===== config.mk =====
export PLATFORM = sky130hd
export DESIGN_NAME = divider_tap_select
export DESIGN_NICKNAME = d
export VERILOG_FILES = /design/src/rtl/divider_pkg.sv /design/src/rtl/divider_tap_select_timer.sv /design/src/rtl/divider_tap_select.sv
export SDC_FILE = /design/constraint.sdc
export NUM_CORES = 1
export LEC_CHECK = 0
export ABC_AREA = 1
export CAP_MARGIN = 20
export CORE_UTILIZATION = 53
export DETAILED_ROUTE_END_ITERATION = 10
export PLACE_DENSITY = 0.92
export SLEW_MARGIN = 25
export SYNTH_ARGS = -nofsm -noshare
export SYNTH_HDL_FRONTEND = slang
export SYNTH_SLANG_ARGS = --single-unit
export TNS_END_PERCENT = 50

===== constraint.sdc =====
create_clock -name clk -period 3.7 [get_ports clk]
set_input_delay 0.37 -clock clk [delete_from_list [all_inputs] [get_ports clk]]
set_output_delay 0.37 -clock clk [all_outputs]
set_load 0.05 [all_outputs]

===== src/rtl/divider_pkg.sv =====
// divider_pkg
//   Shared types and defaults for the divided-clock tap selector.
//   - tap_sel_state_t : selector FSM states
//   - NUM_TAPS_DEFAULT, SEL_W_DEFAULT : default tap count and select width
//   - TIMEOUT_DEFAULT, TIMER_W : default wait-state timeout and its counter width
//   - timer_width() : counter width for an arbitrary timeout (never zero)
package divider_pkg;

  localparam int NUM_TAPS_DEFAULT = 8;
  localparam int SEL_W_DEFAULT    = $clog2(NUM_TAPS_DEFAULT);
  localparam int TIMEOUT_DEFAULT  = 512;
  localparam int TIMER_W          = $clog2(TIMEOUT_DEFAULT);

  typedef enum logic [1:0] {
    RUN          = 2'd0,
    WAIT_OLD_LOW = 2'd1,
    WAIT_NEW_LOW = 2'd2
  } tap_sel_state_t;

  // A timeout of 1 would give a zero-width counter, so clamp to one bit.
  function automatic int timer_width(input int timeout);
    return (timeout > 1) ? $clog2(timeout) : 1;
  endfunction

endpackage


===== src/rtl/divider_tap_select_timer.sv =====
// tap_wait_timer
//   Counts cycles spent in a selector wait state and flags when the
//   pending transition must be forced.
//   Ports:
//     clk, rst_n : clock and synchronous active-low reset
//     clear      : zero the count (takes priority over enable)
//     enable     : advance the count by one
//     expired    : count has reached TIMEOUT-1
module tap_wait_timer
  import divider_pkg::*;
#(
  parameter int TIMEOUT = TIMEOUT_DEFAULT
) (
  input  logic clk,
  input  logic rst_n,
  input  logic clear,
  input  logic enable,
  output logic expired
);

  localparam int CNT_W = timer_width(TIMEOUT);
  localparam logic [CNT_W-1:0] LAST = CNT_W'(TIMEOUT - 1);

  logic [CNT_W-1:0] count_q;
  logic [CNT_W-1:0] count_d;

  // Saturate at LAST so a stuck enable can never wrap back to zero.
  always_comb begin
    count_d = count_q;
    if (clear) begin
      count_d = '0;
    end else if (enable && !expired) begin
      count_d = count_q + CNT_W'(1);
    end
  end

  always_ff @(posedge clk) begin
    if (!rst_n) begin
      count_q <= '0;
    end else begin
      count_q <= count_d;
    end
  end

  assign expired = (count_q == LAST);

endmodule


===== src/rtl/divider_tap_select.sv =====
// divider_tap_select
//   Glitch-free selector for the divided-clock taps. Forwards one tap on a
//   registered cout, changes taps via a valid/ready request without runt
//   pulses, and emits a one-cycle tick on every cout rising edge.
//   Ports:
//     clk, rst_n  : clock and synchronous active-low reset
//     taps_in     : divider taps, bit i = divide by 2^(i+1)
//     sel_in      : requested tap index (taken modulo NUM_TAPS)
//     sel_valid   : request strobe
//     sel_ready   : request can be accepted this cycle
//     cout        : selected divided clock, registered
//     tick        : high on the first cycle cout is high
//     cur_sel     : tap currently driving cout
//     switching   : a tap change is in progress
//     timeout_err : sticky, a wait state was abandoned by timeout
module divider_tap_select
  import divider_pkg::*;
#(
  parameter int NUM_TAPS  = NUM_TAPS_DEFAULT,
  parameter int SEL_W     = $clog2(NUM_TAPS),
  parameter int RESET_SEL = 0,
  parameter int TIMEOUT   = TIMEOUT_DEFAULT
) (
  input  logic                clk,
  input  logic                rst_n,
  input  logic [NUM_TAPS-1:0] taps_in,
  input  logic [SEL_W-1:0]    sel_in,
  input  logic                sel_valid,
  output logic                sel_ready,
  output logic                cout,
  output logic                tick,
  output logic [SEL_W-1:0]    cur_sel,
  output logic                switching,
  output logic                timeout_err
);

  localparam logic [SEL_W-1:0] RESET_SEL_V = SEL_W'(RESET_SEL % NUM_TAPS);

  tap_sel_state_t   state_q, state_d;
  logic [SEL_W-1:0] cur_sel_q, cur_sel_d;
  logic [SEL_W-1:0] pend_sel_q, pend_sel_d;
  logic             cout_q, cout_d;
  logic             tick_q, tick_d;
  logic             timeout_err_q, timeout_err_d;

  logic             accept;
  logic [SEL_W-1:0] sel_mod;
  logic             old_bit;
  logic             new_bit;
  logic             timer_clear;
  logic             timer_enable;
  logic             timer_expired;

  assign sel_ready = (state_q == RUN) & rst_n;
  assign accept    = sel_valid & sel_ready;
  assign sel_mod   = SEL_W'(32'(sel_in) % NUM_TAPS);
  assign old_bit   = taps_in[cur_sel_q];
  assign new_bit   = taps_in[pend_sel_q];

  // The timer restarts on every state change, so each wait state gets its
  // own full budget; it idles cleared while in RUN.
  assign timer_clear  = (state_q == RUN) | (state_d != state_q);
  assign timer_enable = (state_q != RUN);

  tap_wait_timer #(
    .TIMEOUT (TIMEOUT)
  ) u_wait_timer (
    .clk     (clk),
    .rst_n   (rst_n),
    .clear   (timer_clear),
    .enable  (timer_enable),
    .expired (timer_expired)
  );

  // Switch sequence: let the old tap finish its high phase, hold cout low,
  // then hand over only once the new tap is also low so its first high
  // pulse is full width.
  always_comb begin
    state_d       = state_q;
    cur_sel_d     = cur_sel_q;
    pend_sel_d    = pend_sel_q;
    cout_d        = cout_q;
    timeout_err_d = timeout_err_q;

    case (state_q)
      RUN: begin
        cout_d = old_bit;
        if (accept && (sel_mod != cur_sel_q)) begin
          pend_sel_d = sel_mod;
          state_d    = WAIT_OLD_LOW;
        end
      end
      WAIT_OLD_LOW: begin
        cout_d = old_bit;
        if (!old_bit || timer_expired) begin
          state_d = WAIT_NEW_LOW;
        end
        if (timer_expired) begin
          timeout_err_d = 1'b1;
        end
      end
      WAIT_NEW_LOW: begin
        cout_d = 1'b0;
        if (!new_bit || timer_expired) begin
          cur_sel_d = pend_sel_q;
          state_d   = RUN;
        end
        if (timer_expired) begin
          timeout_err_d = 1'b1;
        end
      end
      default: begin
        state_d = RUN;
        cout_d  = 1'b0;
      end
    endcase

    tick_d = cout_d & ~cout_q;
  end

  always_ff @(posedge clk) begin
    if (!rst_n) begin
      state_q       <= RUN;
      cur_sel_q     <= RESET_SEL_V;
      pend_sel_q    <= RESET_SEL_V;
      cout_q        <= 1'b0;
      tick_q        <= 1'b0;
      timeout_err_q <= 1'b0;
    end else begin
      state_q       <= state_d;
      cur_sel_q     <= cur_sel_d;
      pend_sel_q    <= pend_sel_d;
      cout_q        <= cout_d;
      tick_q        <= tick_d;
      timeout_err_q <= timeout_err_d;
    end
  end

  assign cout        = cout_q;
  assign tick        = tick_q;
  assign cur_sel     = cur_sel_q;
  assign switching   = (state_q != RUN);
  assign timeout_err = timeout_err_q;

endmodule


==> results_dict.tcl, run 1 <==
set metrics [dict create \
    final_cells 202 \
    maxSlewHeadroom_pct 66.29 \
    die-area_um2 2232 \
    r2r-end "u_wait_timer.count_q[5]" \
    fin_setup_tns_ps 0 \
    coreArea_um2 1942 \
    ctsResizeCount 0 \
    synth.yosys.warnings 0 \
    io_pins 22 \
    layout-drive-gt1-share_pct 5.714 \
    via_per_inst 5.252 \
    rsz0062_at_grt "no" \
    insertion_delay_ps 300 \
    syn_avg_cell_area_um2 7.232 \
    htree_levels 1 \
    cap_violations 0 \
    crit_end "switching" \
    cts.sinks 20 \
    status "finished clean" \
    tightestPinTransition_ps 504.1 \
    drtIter0Drc 50 \
    fin_crit_sh_pct 64.86 \
    die_w_um 47.24 \
    ys_seq_elements 20 \
    ys_types 20 \
    num_rows 16 \
    cts_hold_buffers 0 \
    finalMaxSlewViolations 0 \
    die_y_um 47.24 \
    crit_fanout 5 \
    initial_core_util_pct 55.86 \
    finalSetupViolCount 0 \
    crit_slowest_cell "clkdlybuf4s50_1" \
    place.gp.congestion 0.8034 \
    arrival_ps 2030 \
    nNetsFinal 196 \
    crit_required_ps 3330 \
    cp_slowest_stage_delay_ps 810 \
    synth.yosys.seq_area_share_pct 36.91 \
    criticalPathCategory "flip-flop to output port" \
    hold_violations 0 \
    synthesis.nets 170 \
    fin_skew_ps 8.419 \
    grt_pass1_vias 961 \
    start_kind "flip-flop" \
    dp_cells 198 \
    place_hpwl_um 1959 \
    antenna_left 0 \
    syn_inst 150 \
    post_cts_buffers 0 \
    p_per_area_nw_per_um2 391.5 \
    antenna_found_initial 0 \
    route.met2.wl_um 1375 \
    grt_max_degree 13 \
    syn-cell-area_um2 1085 \
    route.met3.wl_um 106 \
    period_minus_slack_ps 2400 \
    cp-startpoint "state_q[0]" \
    hp-class "flip-flop to flip-flop" \
    area_delta_synth_final_pct 27.34 \
    wl_per_cell_um 13.37 \
    route.detailed.drc 0 \
    clk_pin_slew_ps 120 \
    grt_use_total_pct 25.18 \
    cp-end-kind "output port" \
    portBuffers 21 \
    max-clock-path-buffers 2 \
    ir_drop_mv 0.2859 \
    cts_buffers 3 \
    firstDrtPassIters 4 \
    ff2ff_path_depth 10 \
    leakage_nw 0.5658 \
    wl_met1_um 1176 \
    cts_tree "yes" \
    r2r_slack_ps 1670 \
    vias 1061 \
    r2r_start "u_wait_timer.count_q[0]" \
    grt_pass1_wl_um 3905 \
    cpMostUsedCell "inv_1" \
    antennaDiodeCount 0 \
    overflow 0 \
    cts-root-buf "clkbuf_4" \
    crit_chain "inv_1 -> ha_1 -> inv_1 -> clkdlybuf4s50_1" \
    whs_path_depth 1 \
    highest_layer "met4" \
    maxClockFrequency_mhz 416.7 \
    postRouteWirelength_um 2701 \
]
kinds of logic (layout without fill, tap and decap cells):
family | after synthesis | in the layout | synth area share (%)
compound gates | 17 | 17 | 8.074
buf+inv | 17 | 42 | 5.882
flops | 20 | 20 | 36.91
mux | 2 | 2 | 1.846
fa+ha+maj | 6 | 6 | 6.920
simple gates | 79 | 79 | 33.10
xor+xnor | 9 | 9 | 7.266
critical path, delay by kind of cell, from the launching register on:
family	cells	cell delay [ps]
DFF	1	410
adders and majority gates	1	270
buffers and inverters	3	1040
cell usage after synthesis:
cell,count,area (um^2)
nand2_1,33,123.9
nand2_2,2,12.51
o21a_1,1,7.510
nor3_1,2,10.01
mux2i_1,2,20.02
xnor2_1,4,35.03
a21oi_1,10,50.05
and3_1,1,6.260
nand3_1,19,95.09
nor2_1,15,56.30
dfxtp_1,20,400.4
ha_1,6,75.07
xor2_1,5,43.79
or2_2,1,6.260
nand4_1,4,25.02
nand3_4,1,17.52
inv_2,1,3.750
inv_1,16,60.06
o21ai_0,6,30.03
nor2_2,1,6.260
through the flow:
| stage | worst slack [ps] | power, W | hold slack (ps) | instance area, um^2 | utilization [%] |
|---|---|---|---|---|---|
| after floorplan | 1911 | 0.0003175 | 456.7 | 1085 | - |
| after global placement | 1443 | 0.0003568 | 427.2 | 1329 | 68.43 |
| after detailed placement | 1421 | 0.0003610 | 427.0 | 1329 | 68.43 |
| after CTS | 1321 | 0.0005402 | 444.7 | 1381 | 71.13 |
| after global routing | 1222 | 0.0005609 | 458.3 | 1381 | 71.13 |
| final | 1300 | 0.0005407 | 438.7 | 1381 | 71.13 |
registers in the layout (all words and copies together) (netlist names):
signal / flops
pend_sel_q: 3
timeout_err: 1
tick: 1
u_wait_timer.count_q: 9
state_q: 2
cur_sel: 3
cout: 1
where the power goes:
group	switching [W]	internal [W]	leakage (nW)	total, W
Combinational	0.0000793	0.0000486	0.376	0.000128
Sequential	0.00000854	0.000224	0.162	0.000232
Clock	0.0000711	0.000109	0.0279	0.000181
Total	0.000159	0.000382	0.566	0.000541
worst min path at each step:
stage	start	to	slack (ps)
after floorplan	pend_sel_q[2]	pend_sel_q[2]	460
after global placement	cout	tick	430
after detailed placement	cout	tick	430
after CTS	cout	tick	440
after global routing	cout	tick	460
final	cout	tick	440
cell type report:
class,count,area [um^2]
Multi-Input combinational cell,113,620.6
Sequential cell,20,400.4
Timing Repair Buffer,21,210.2
Fill cell,165,560.5
Inverter,17,63.81
Clock inverter,1,30.03
Tap cell,27,33.78
Clock buffer,3,22.52
cells in the final DEF (no fill, tap or decap), types with 2 or more instances in the layout:
| master | instances |
|---|---|
| nand2_1 | 33 |
| clkdlybuf4s50_1 | 21 |
| nor2_1 | 15 |
| o21ai_0 | 6 |
| xnor2_1 | 4 |
| ha_1 | 6 |
| a21oi_1 | 10 |
| inv_1 | 16 |
| xor2_1 | 5 |
| nand2_2 | 2 |
| clkbuf_4 | 3 |
| nand3_1 | 19 |
| nand4_1 | 4 |
| nor3_1 | 2 |
| dfxtp_1 | 20 |
| mux2i_1 | 2 |
layer usage:
metal | vias up | track usage [%]
met5 | - | 0
met4 | 0 | 13.71
met3 | 6 | 3.462
met2 | 37 | 44.66
met1 | 476 | 28.81
li1 | 542 | -
Note: power is estimated with default switching activity, not from simulation.
==> run 2: changes to the inputs <==
- CORE_UTILIZATION: 53 -> 45
- PLACE_DENSITY: 0.92 -> 0.84
- clock period: 3.7 -> 2.1 ns (I/O delays scaled with it)
==> run 2 against run 1 <==
  * Clock-buffer cell count grew 1
  * Critical endpoint is now u_wait_timer.count_q[7]
  * Via count shrank 0.28%
  * First-iteration DRC count down 44%
  * Highest routed layer unchanged
  * Die area rose by 17%
==> results_dict.tcl, run 2 (synthesized netlist as in run 1, its figures left out) <==
set metrics [dict create \
    status "finished clean" \
    cts.sinks 20 \
    grt_max_degree 12 \
    drtIter0Drc 28 \
    die_w_um 51.10 \
    nNetsFinal 197 \
    portBuffers 21 \
    power_frac_comb_pct 26.0 \
    hp-class "flip-flop to flip-flop" \
    fin_setup_tns_ps 0 \
    dp_slack_ps 181.7 \
    whs_ps 454.2 \
    fin_crit_sh_pct 90.27 \
    whs_path_depth 1 \
    place_hpwl_um 1857 \
    final_cells 204 \
    leakage_nw 0.5648 \
    crit_fanout 9 \
    clk_pin_slew_ps 110 \
    power.share.clock_pct 26.4 \
    ff2ff_path_depth 12 \
    ir_drop_mv 0.4272 \
    layout-drive-gt1-share_pct 9.659 \
    fin_skew_ps 1.909 \
    num_rows 17 \
    hold_violations 0 \
    r2r-end "u_wait_timer.count_q[7]" \
    p_per_area_nw_per_um2 623.1 \
    finalMaxSlewViolations 0 \
    grt_use_total_pct 21.25 \
    initial_core_util_pct 48.57 \
    worst_slack_ps 204.4 \
    cap_violations 0 \
    via_per_inst 5.186 \
    cts_buffers 3 \
    cts-root-buf "clkbuf_4" \
    post_cts_buffers 0 \
    finalSetupViolCount 0 \
    cp-end-kind "flip-flop" \
    insertion_delay_ps 300 \
    route.detailed.drc 0 \
    criticalPathCategory "flip-flop to flip-flop" \
    maxClockFrequency_mhz 527.5 \
    antenna_left 0 \
    pwr-share-seq_pct 47.6 \
    maxSlewHeadroom_pct 66.84 \
    rsz0062_at_grt "no" \
    r2r_slack_ps 200 \
    period_minus_slack_ps 1896 \
    firstDrtPassIters 4 \
    antennaDiodeCount 0 \
    tightestPinTransition_ps 495.8 \
    max-clock-path-buffers 2 \
    dp_cells 200 \
    min_from "cout" \
    crit_required_ps 2340 \
    start_kind "flip-flop" \
    place.gp.congestion 0.8660 \
    grt_pass1_vias 1004 \
    switching_share_pct 31.65 \
    r2r_start "u_wait_timer.count_q[0]" \
    top_register "u_wait_timer.count_q" \
    area_delta_synth_final_pct 27.10 \
    final_common_cell "nand2_1" \
    whs_endpoint "tick" \
    die-area_um2 2611 \
    cts_tree "yes" \
    fillerInstances 199 \
    overflow 0 \
    largest_reg_flops 9 \
    antenna_found_initial 0 \
    vias 1058 \
    wl_per_cell_um 12.50 \
    postRouteWirelength_um 2549 \
    final_cell_mix "nand2_1 (33), nand3_1 (19), clkdlybuf4s50_1 (19)" \
    grt_pass1_wl_um 4126 \
    seq_area_um2 402.9 \
    switching_power_w 0.0002719 \
    die_y_um 51.10 \
    p_int_w 0.0005872 \
    io_pins 22 \
    multi_input_area_um2 628.1 \
    coreArea_um2 2233 \
    arrival_ps 2140 \
    htree_levels 1 \
]
[run 2: changes by cell type in the layout (fill, tap and decap cells not counted)]
| cell | change |
|---|---|
| ha_1 | -1 |
| ha_2 | +1 |
| dfxtp_1 | -2 |
| dfxtp_2 | +2 |
| bufinv_16 | -1 |
| buf_4 | +3 |
| clkbuf_8 | +1 |
| clkdlybuf4s50_1 | -2 |
| nor3_1 | -1 |
| nor3_2 | +1 |
[run 2: worst max-delay path by stage]
stage | start | endpoint | cells after the start
after floorplan | u_wait_timer.count_q[0] | u_wait_timer.count_q[5] | 10
after global placement | rst_n | u_wait_timer.count_q[1] | 10
after detailed placement | u_wait_timer.count_q[0] | u_wait_timer.count_q[7] | 12
after CTS | u_wait_timer.count_q[0] | u_wait_timer.count_q[7] | 12
after global routing | u_wait_timer.count_q[0] | u_wait_timer.count_q[7] | 12
final | u_wait_timer.count_q[0] | u_wait_timer.count_q[7] | 12
[run 2: area by class of cell]
class / instances / area share (%)
flip-flops and latches: 20 / 29.22
clock buffers: 4 / 2.632
multi-input cells: 113 / 45.55
repair buffers: 22 / 15.43
well taps: 28 / 2.541
inverters: 17 / 4.628
[run 2: through the flow]
stage / util (%) / cell area (um^2) / total power (W)
CTS: 61.29 / 1369 / 0.0008583
detailed placement: 59.66 / 1333 / 0.0006369
global route: 61.74 / 1379 / 0.0008961
global placement: 59.66 / 1333 / 0.0006330
floorplan: - / 1085 / 0.0005594
finish: 61.74 / 1379 / 0.0008592
[run 2: critical path: stages (launching register included)]
cell	delay, ps
dfxtp_2	370
ha_1	190
nand4_1	120
nor3_2	130
ha_2	220
inv_1	90
nand4_1	130
nand3_1	100
nand2_1	100
nand2_1	70
nand2_2	70
nand3_4	120
nor2_1	130
[run 2: repair_timing]
item,CTS,global route
resized for setup,0,4
hold buffers,0,0
setup endpoints to repair,0,9
[run 2: layer usage]
layer  track usage (%)  part of all wire, %
met3             2.083                  2.4
met4             12.04                  1.6
met2             38.38                   51
met1             24.00                   45
met5                 0                    0
[run 2: power groups by stage]
| stage | registers (W) | clock network [W] | logic, W |
|---|---|---|---|
| floorplan | 0.000436 | 0 | 0.000123 |
| global placement | 0.000417 | 0 | 0.000216 |
| detailed placement | 0.000417 | 0 | 0.000220 |
| CTS | 0.000408 | 0.000227 | 0.000223 |
| global route | 0.000410 | 0.000243 | 0.000242 |
| finish | 0.000409 | 0.000227 | 0.000223 |
==> edit 1, RTL diff (config.mk and constraints of run 2) <==
Encoding of `tap_sel_state_t`: now one-hot (3 bits for 3 states).
--- a/src/rtl/divider_pkg.sv
+++ b/src/rtl/divider_pkg.sv
@@ -12,8 +12,8 @@
   localparam int TIMER_W          = $clog2(TIMEOUT_DEFAULT);
 
-  typedef enum logic [1:0] {
-    RUN          = 2'd0,
-    WAIT_OLD_LOW = 2'd1,
-    WAIT_NEW_LOW = 2'd2
+  typedef enum logic [2:0] {
+    RUN          = 3'b001,
+    WAIT_OLD_LOW = 3'b010,
+    WAIT_NEW_LOW = 3'b100
   } tap_sel_state_t;
 
Behaviour: no difference found for any inputs over 10 cycles, from zero or initial values and one cycle with rst_n low; not proved beyond that.
==> edit 1 against run 2 <==
  * Total power is 4.5% lower
  * Area after synthesis is 10% higher
  * Wire length is 4.9% higher
  * Sequential cell count is 1 higher
  * Non-clock buffer count stayed put
  * Sequential share of layout area is 1.1 points lower
  * Setup slack worse by 0.038 ns
  * Cell area is 8.4% higher
==> edit 1: results (changes against run 2) <==
Outcome
  – Outcome: finished, final reports clean

Detailed routing
  – Initial drt markers: 45 (+61%)
  – DRT Pass-1 Iters: 4 (unchanged)
  – Avg WL per Cell: 12.2 µm (-2.3%)
  – Vias: 1162 (+9.8%)

Clock network
  – Clock Latency Late Sink: 0.30 ns (about the same)
  – Hold buffers post-CTS: 0 (unchanged)
  – # H-tree levels: 1 (unchanged)
  – Clock input transition at the sequential cells of the worst setup and hold paths: 0.11 ns (about the same)
  – Num CTS Buffers: 3 (unchanged)
  – Post-CTS Setup Inserts: 0 (unchanged)
  – Root Buffer: clkbuf_4
  – # resized after CTS: 0 (unchanged)
  – Bufs on Longest Clock Path: 2 (unchanged)

Finish
  – Largest register FFs: 9 (unchanged)
  – Nets: 206 (+4.6%)
  – Share of cells above drive strength 1: 18.5% (+8.9 points)
  – Antenna fix cells: 0 (unchanged)
  – Top reg by flops: u_wait_timer.count_q

Critical path
  – Peak per-stage delay on the critical path: 0.35 ns (-0.02 ns)
  – CP Max Fanout: 5 (-4)
  – CP Data Arrival Time: 2.16 ns (+0.02 ns)
  – Critical-path top delay cell: dfxtp_1
  – Delay-heaviest family, CP: simple AND/OR/NAND/NOR gates

Yosys
  – Largest cells by area after synthesis: dfxtp_1 35%, nand2_1 12%, nor3_2 8.4%
  – Share of the synthesized area in the top cell type: 35.1% (-1.8 points)
  – Synth top cells by count: 37 x nand2_1, 21 x dfxtp_1, 19 x inv_1
  – Ys async rst share: 0% (unchanged)
  – YS warnings: 0 (unchanged)
  – Syn Nets: 179 (+5.3%)
  – Cell variety after synth: 25 (+25%)
  – Main flop type after synthesis: dfxtp_1
  – Register area share after synthesis: 35.1% (-1.8 points)

Global route
  – Initial antenna violation count: 0 (unchanged)
  – First-pass GRT wire length: 4260 µm (+3.2%)
  – Largest net degree at the start of global routing: 13 (+1)
  – Vias in the first global route: 1026 (+2.2%)
  – Gr usage total: 20.3% (-0.98 points)

Worst hold path
  – Worst hold-check path type: reg2reg

Place
  – HPWL after detailed placement: 2100 µm (+13%)
  – Gpl congestion: 0.913 (+5.5%)
  – Port Buffers: 21 (unchanged)

Power and ir drop
  – Pleak: 0.615 nW (+8.8%)
  – Maximum VDD drop: 322 µV (-25%)

STA
  – Clock skew: 0.00292 ns (+0.00101 ns)
  – Slew headroom: 65.7% (-1.1 points)
[edit 1: changes by cell type after synthesis, sizes merged, moves of 2 or more]
| cell | before | now |
|---|---|---|
| nand3 | 20 | 15 |
| ha | 6 | 2 |
| inv | 17 | 25 |
| nand2 | 35 | 43 |
| nor2 | 16 | 10 |
| xor2 | 5 | 3 |
| nor3 | 2 | 13 |
[edit 1: final cells by class]
class	count	area (µm²)
flip-flops and latches	21	420
repair buffers	22	230
inverters	25	93.8
fillers	234	1000
clock inverters	1	5.00
clock buffers	3	22.5
well taps	30	37.5
multi-input cells	117	686
[edit 1: final timing paths]
check / startpoint / slack, ns / cells past startpoint / endpoint
min: cout / 0.43 / 1 / tick
max: u_wait_timer.count_q[0] / 0.17 / 9 / u_wait_timer.count_q[5]
min reg2reg: cout / 0.43 / 1 / tick
max reg2reg: u_wait_timer.count_q[0] / 0.17 / 9 / u_wait_timer.count_q[5]
[edit 1: report_power, final]
part | switching (mW) | total [mW] | internal [mW]
sequential | 0.0125 | 0.423 | 0.410
combinational | 0.128 | 0.209 | 0.0813
clock | 0.118 | 0.189 | 0.0710
total | 0.258 | 0.820 | 0.563
[edit 1: cells by family (layout without fill, tap and decap cells)]
| logic type | after synthesis | count (layout) | share of synthesized area (%) |
|---|---|---|---|
| adder cells (fa/ha/maj) | 2 | 2 | 2.09 |
| AND/OR/NAND/NOR | 87 | 88 | 39.6 |
| flip-flops | 21 | 21 | 35.1 |
| buffers and inverters | 26 | 51 | 8.25 |
| AO/OA/AOI/OAI | 18 | 18 | 8.25 |
| multiplexers | 2 | 2 | 1.67 |
| XOR/XNOR | 7 | 7 | 5.11 |
[edit 1: through the flow]
step	cell area [µm²]	hold WS, ns	setup WS, ns	utilization (%)	cells
after floorplan	1200	0.402	0.374	-	163
after global placement	1460	0.414	0.310	58.4	214
after detailed placement	1460	0.421	0.188	58.4	214
after CTS	1490	0.438	0.0562	59.5	218
after global routing	1500	0.473	0.00150	59.8	219
final	1500	0.432	0.166	59.8	219
[edit 1: metal layers]
| metal | share of wire (%) | GRT usage [%] | vias to the layer above | wire [µm] |
|---|---|---|---|---|
| met3 | 6.8 | 3.67 | 6 | 183 |
| met2 | 49 | 35.0 | 47 | 1320 |
| li1 | - | - | 580 | - |
| met5 | 0 | 0 | - | 0 |
| met4 | 1.1 | 6.14 | 0 | 30 |
| met1 | 43 | 25.5 | 529 | 1140 |
==> edit 2, RTL diff (settings of run 2) <==
Without the edit above. The package constant `TIMEOUT_DEFAULT` goes from 512 to 1024.
--- a/src/rtl/divider_pkg.sv
+++ b/src/rtl/divider_pkg.sv
@@ -9,5 +9,5 @@
   localparam int NUM_TAPS_DEFAULT = 8;
   localparam int SEL_W_DEFAULT    = $clog2(NUM_TAPS_DEFAULT);
-  localparam int TIMEOUT_DEFAULT  = 512;
+  localparam int TIMEOUT_DEFAULT  = 1024;
   localparam int TIMER_W          = $clog2(TIMEOUT_DEFAULT);
 
Function: no difference found for any inputs over 10 cycles, from zero or initial values and one cycle with rst_n low; that may be too few to reach the edited logic, so the function may still have changed.
==> edit 2 against run 2 <==
  * Die area up 16%
  * Setup slack improved by 0.011 ns
  * Fmax up 0.57%
  * Area after synthesis up 16%
  * Wire length decreased by 0.12%
  * First-iteration DRC count shrank 39%
  * Cell area up 12%
  * Cell count grew 16%
  * Total power down 0.91%
  * Sequential cell count grew 1
  * Critical endpoint unchanged
  * Largest power group unchanged
  * Highest routed layer unchanged
==> edit 2: results (changes against run 2) <==
Power and ir drop
  – Pleak: 0.651 nW (+15%)
  – Pint: 0.573 mW (-2.4%)
  – Maximum VDD drop: 493 µV (+15%)

Clock network
  – Bufs on Longest Clock Path: 2 (unchanged)
  – Num CTS Buffers: 3 (unchanged)
  – Clock input transition at the sequential cells of the worst setup and hold paths: 0.12 ns
  – # H-tree levels: 1 (unchanged)
  – Post-CTS Setup Inserts: 0 (unchanged)

Detailed routing
  – DR vias/cell: 4.93 (-4.9%)
  – Initial drt markers: 17 (-39%)
  – Avg WL per Cell: 10.8 µm (-14%)
  – DRT Pass-1 Iters: 4 (unchanged)
  – DRC Markers: 0 (unchanged)
  – Vias: 1164 (+10%)

Place
  – Worst slack at placement: 0.283 ns (+0.101 ns)
  – DP Cell Count: 232 (+16%)
  – Gpl congestion: 0.844 (-2.5%)
  – Port Buffers: 21 (unchanged)
  – Dpl cell area: 1510 µm² (+14%)
  – HPWL after detailed placement: 2040 µm (+9.7%)

Yosys
  – Largest cells by area after synthesis: dfxtp_1 33%, nand2_1 12%, inv_1 9.5%
  – Synthesized instance count: 180 (+20%)
  – Syn Nets: 199 (+17%)
  – Synth top cells by count: 41 x nand2_1, 32 x inv_1, 21 x dfxtp_1
  – Register area share after synthesis: 33.3% (-3.6 points)
  – Cell variety after synth: 22 (+10%)

Finish
  – Largest register FFs: 10 (+1)
  – Share of cells above drive strength 1: 14.1% (+4.4 points)
  – Area of the multi-input gates: 719 µm² (+15%)
  – Antenna fix cells: 0 (unchanged)
  – Fillcell total: 242 (+22%)

STA
  – Min cycle time layout: 1.88 ns (-0.0107 ns)
  – Slew headroom: 66.1% (-0.75 points)
  – WHS: 0.425 ns (-0.0295 ns)
  – Clock skew: 0.0148 ns (+0.0129 ns)

Critical path
  – Worst R2R Path Depth: 10 (-2)
  – Peak per-stage delay on the critical path: 0.44 ns (+0.07 ns)
  – Crit path from: state_q[1]
  – Critical-path top delay cell: dfxtp_1
  – Critical path class: reg2reg
  – Delay-heaviest family, CP: simple AND/OR/NAND/NOR gates
  – CP Max Fanout: 6 (-3)

Global route
  – Vias in the first global route: 978 (-2.6%)
  – Largest net degree at the start of global routing: 12 (unchanged)
  – First-pass GRT wire length: 3940 µm (-4.5%)
  – Gr usage total: 18.9% (-2.3 points)

Outcome
  – Outcome: finished, final reports clean
-- edit 2: cell count changes in the layout (fill, tap and decap cells not counted), moves of 3 or more --
cell            run 2  this run
xor2_1              5         8
nand2_1            33        41
inv_1              16        32
dfxtp_1            18        21
nand2_2             2         5
nor2_2              1        12
nor2_1             15         7
-- edit 2: kinds of logic (layout without fill, tap and decap cells) --
family	after synthesis	in the layout	share of synthesized area, %
compound gates	17	17	8.02
xor+xnor	10	10	6.93
fa+ha+maj	5	5	4.95
buf+inv	33	59	9.80
flops	21	21	33.3
simple gates	94	94	37.0
-- edit 2: per-layer routing --
metal	track usage (%)	part of all wire (%)
met5	0	0
met4	6.67	1.6
met3	6.28	4.4
met2	32.3	46
met1	21.9	48
-- edit 2: cell type report --
type,instances,area share (%)
clock buffers,4,1.71
repair buffers,22,13.8
well taps,30,2.44
inverters,33,8.04
flip-flops and latches,21,27.3
multi-input cells,126,46.7
-- edit 2: worst reg2reg max path: stages (launching register included) --
cell     delay [ns]
dfxtp_1        0.44
inv_1          0.13
ha_1           0.24
inv_1          0.14
nand2_2        0.13
nor2_2         0.18
nand3_1        0.13
nor2_1         0.13
xor2_1         0.16
inv_1          0.06
nor2_2         0.09
-- edit 2: power by group through the flow --
stage | Combinational [mW] | Clock, mW | Sequential (mW)
after floorplan | 0.135 | 0 | 0.455
after global placement | 0.226 | 0 | 0.435
after detailed placement | 0.229 | 0 | 0.436
after CTS | 0.230 | 0.205 | 0.426
after global routing | 0.256 | 0.226 | 0.429
final | 0.229 | 0.195 | 0.427
-- edit 2: worst min path at each step --
stage | depth (start not counted) | from | endpoint
2_1_floorplan | 2 | rst_n | cur_sel[0]
3_3_place_gp | 1 | cout | tick
3_5_place_dp | 1 | cout | tick
4_1_cts | 1 | cout | tick
5_1_grt | 1 | cout | tick
6_report | 1 | cout | tick
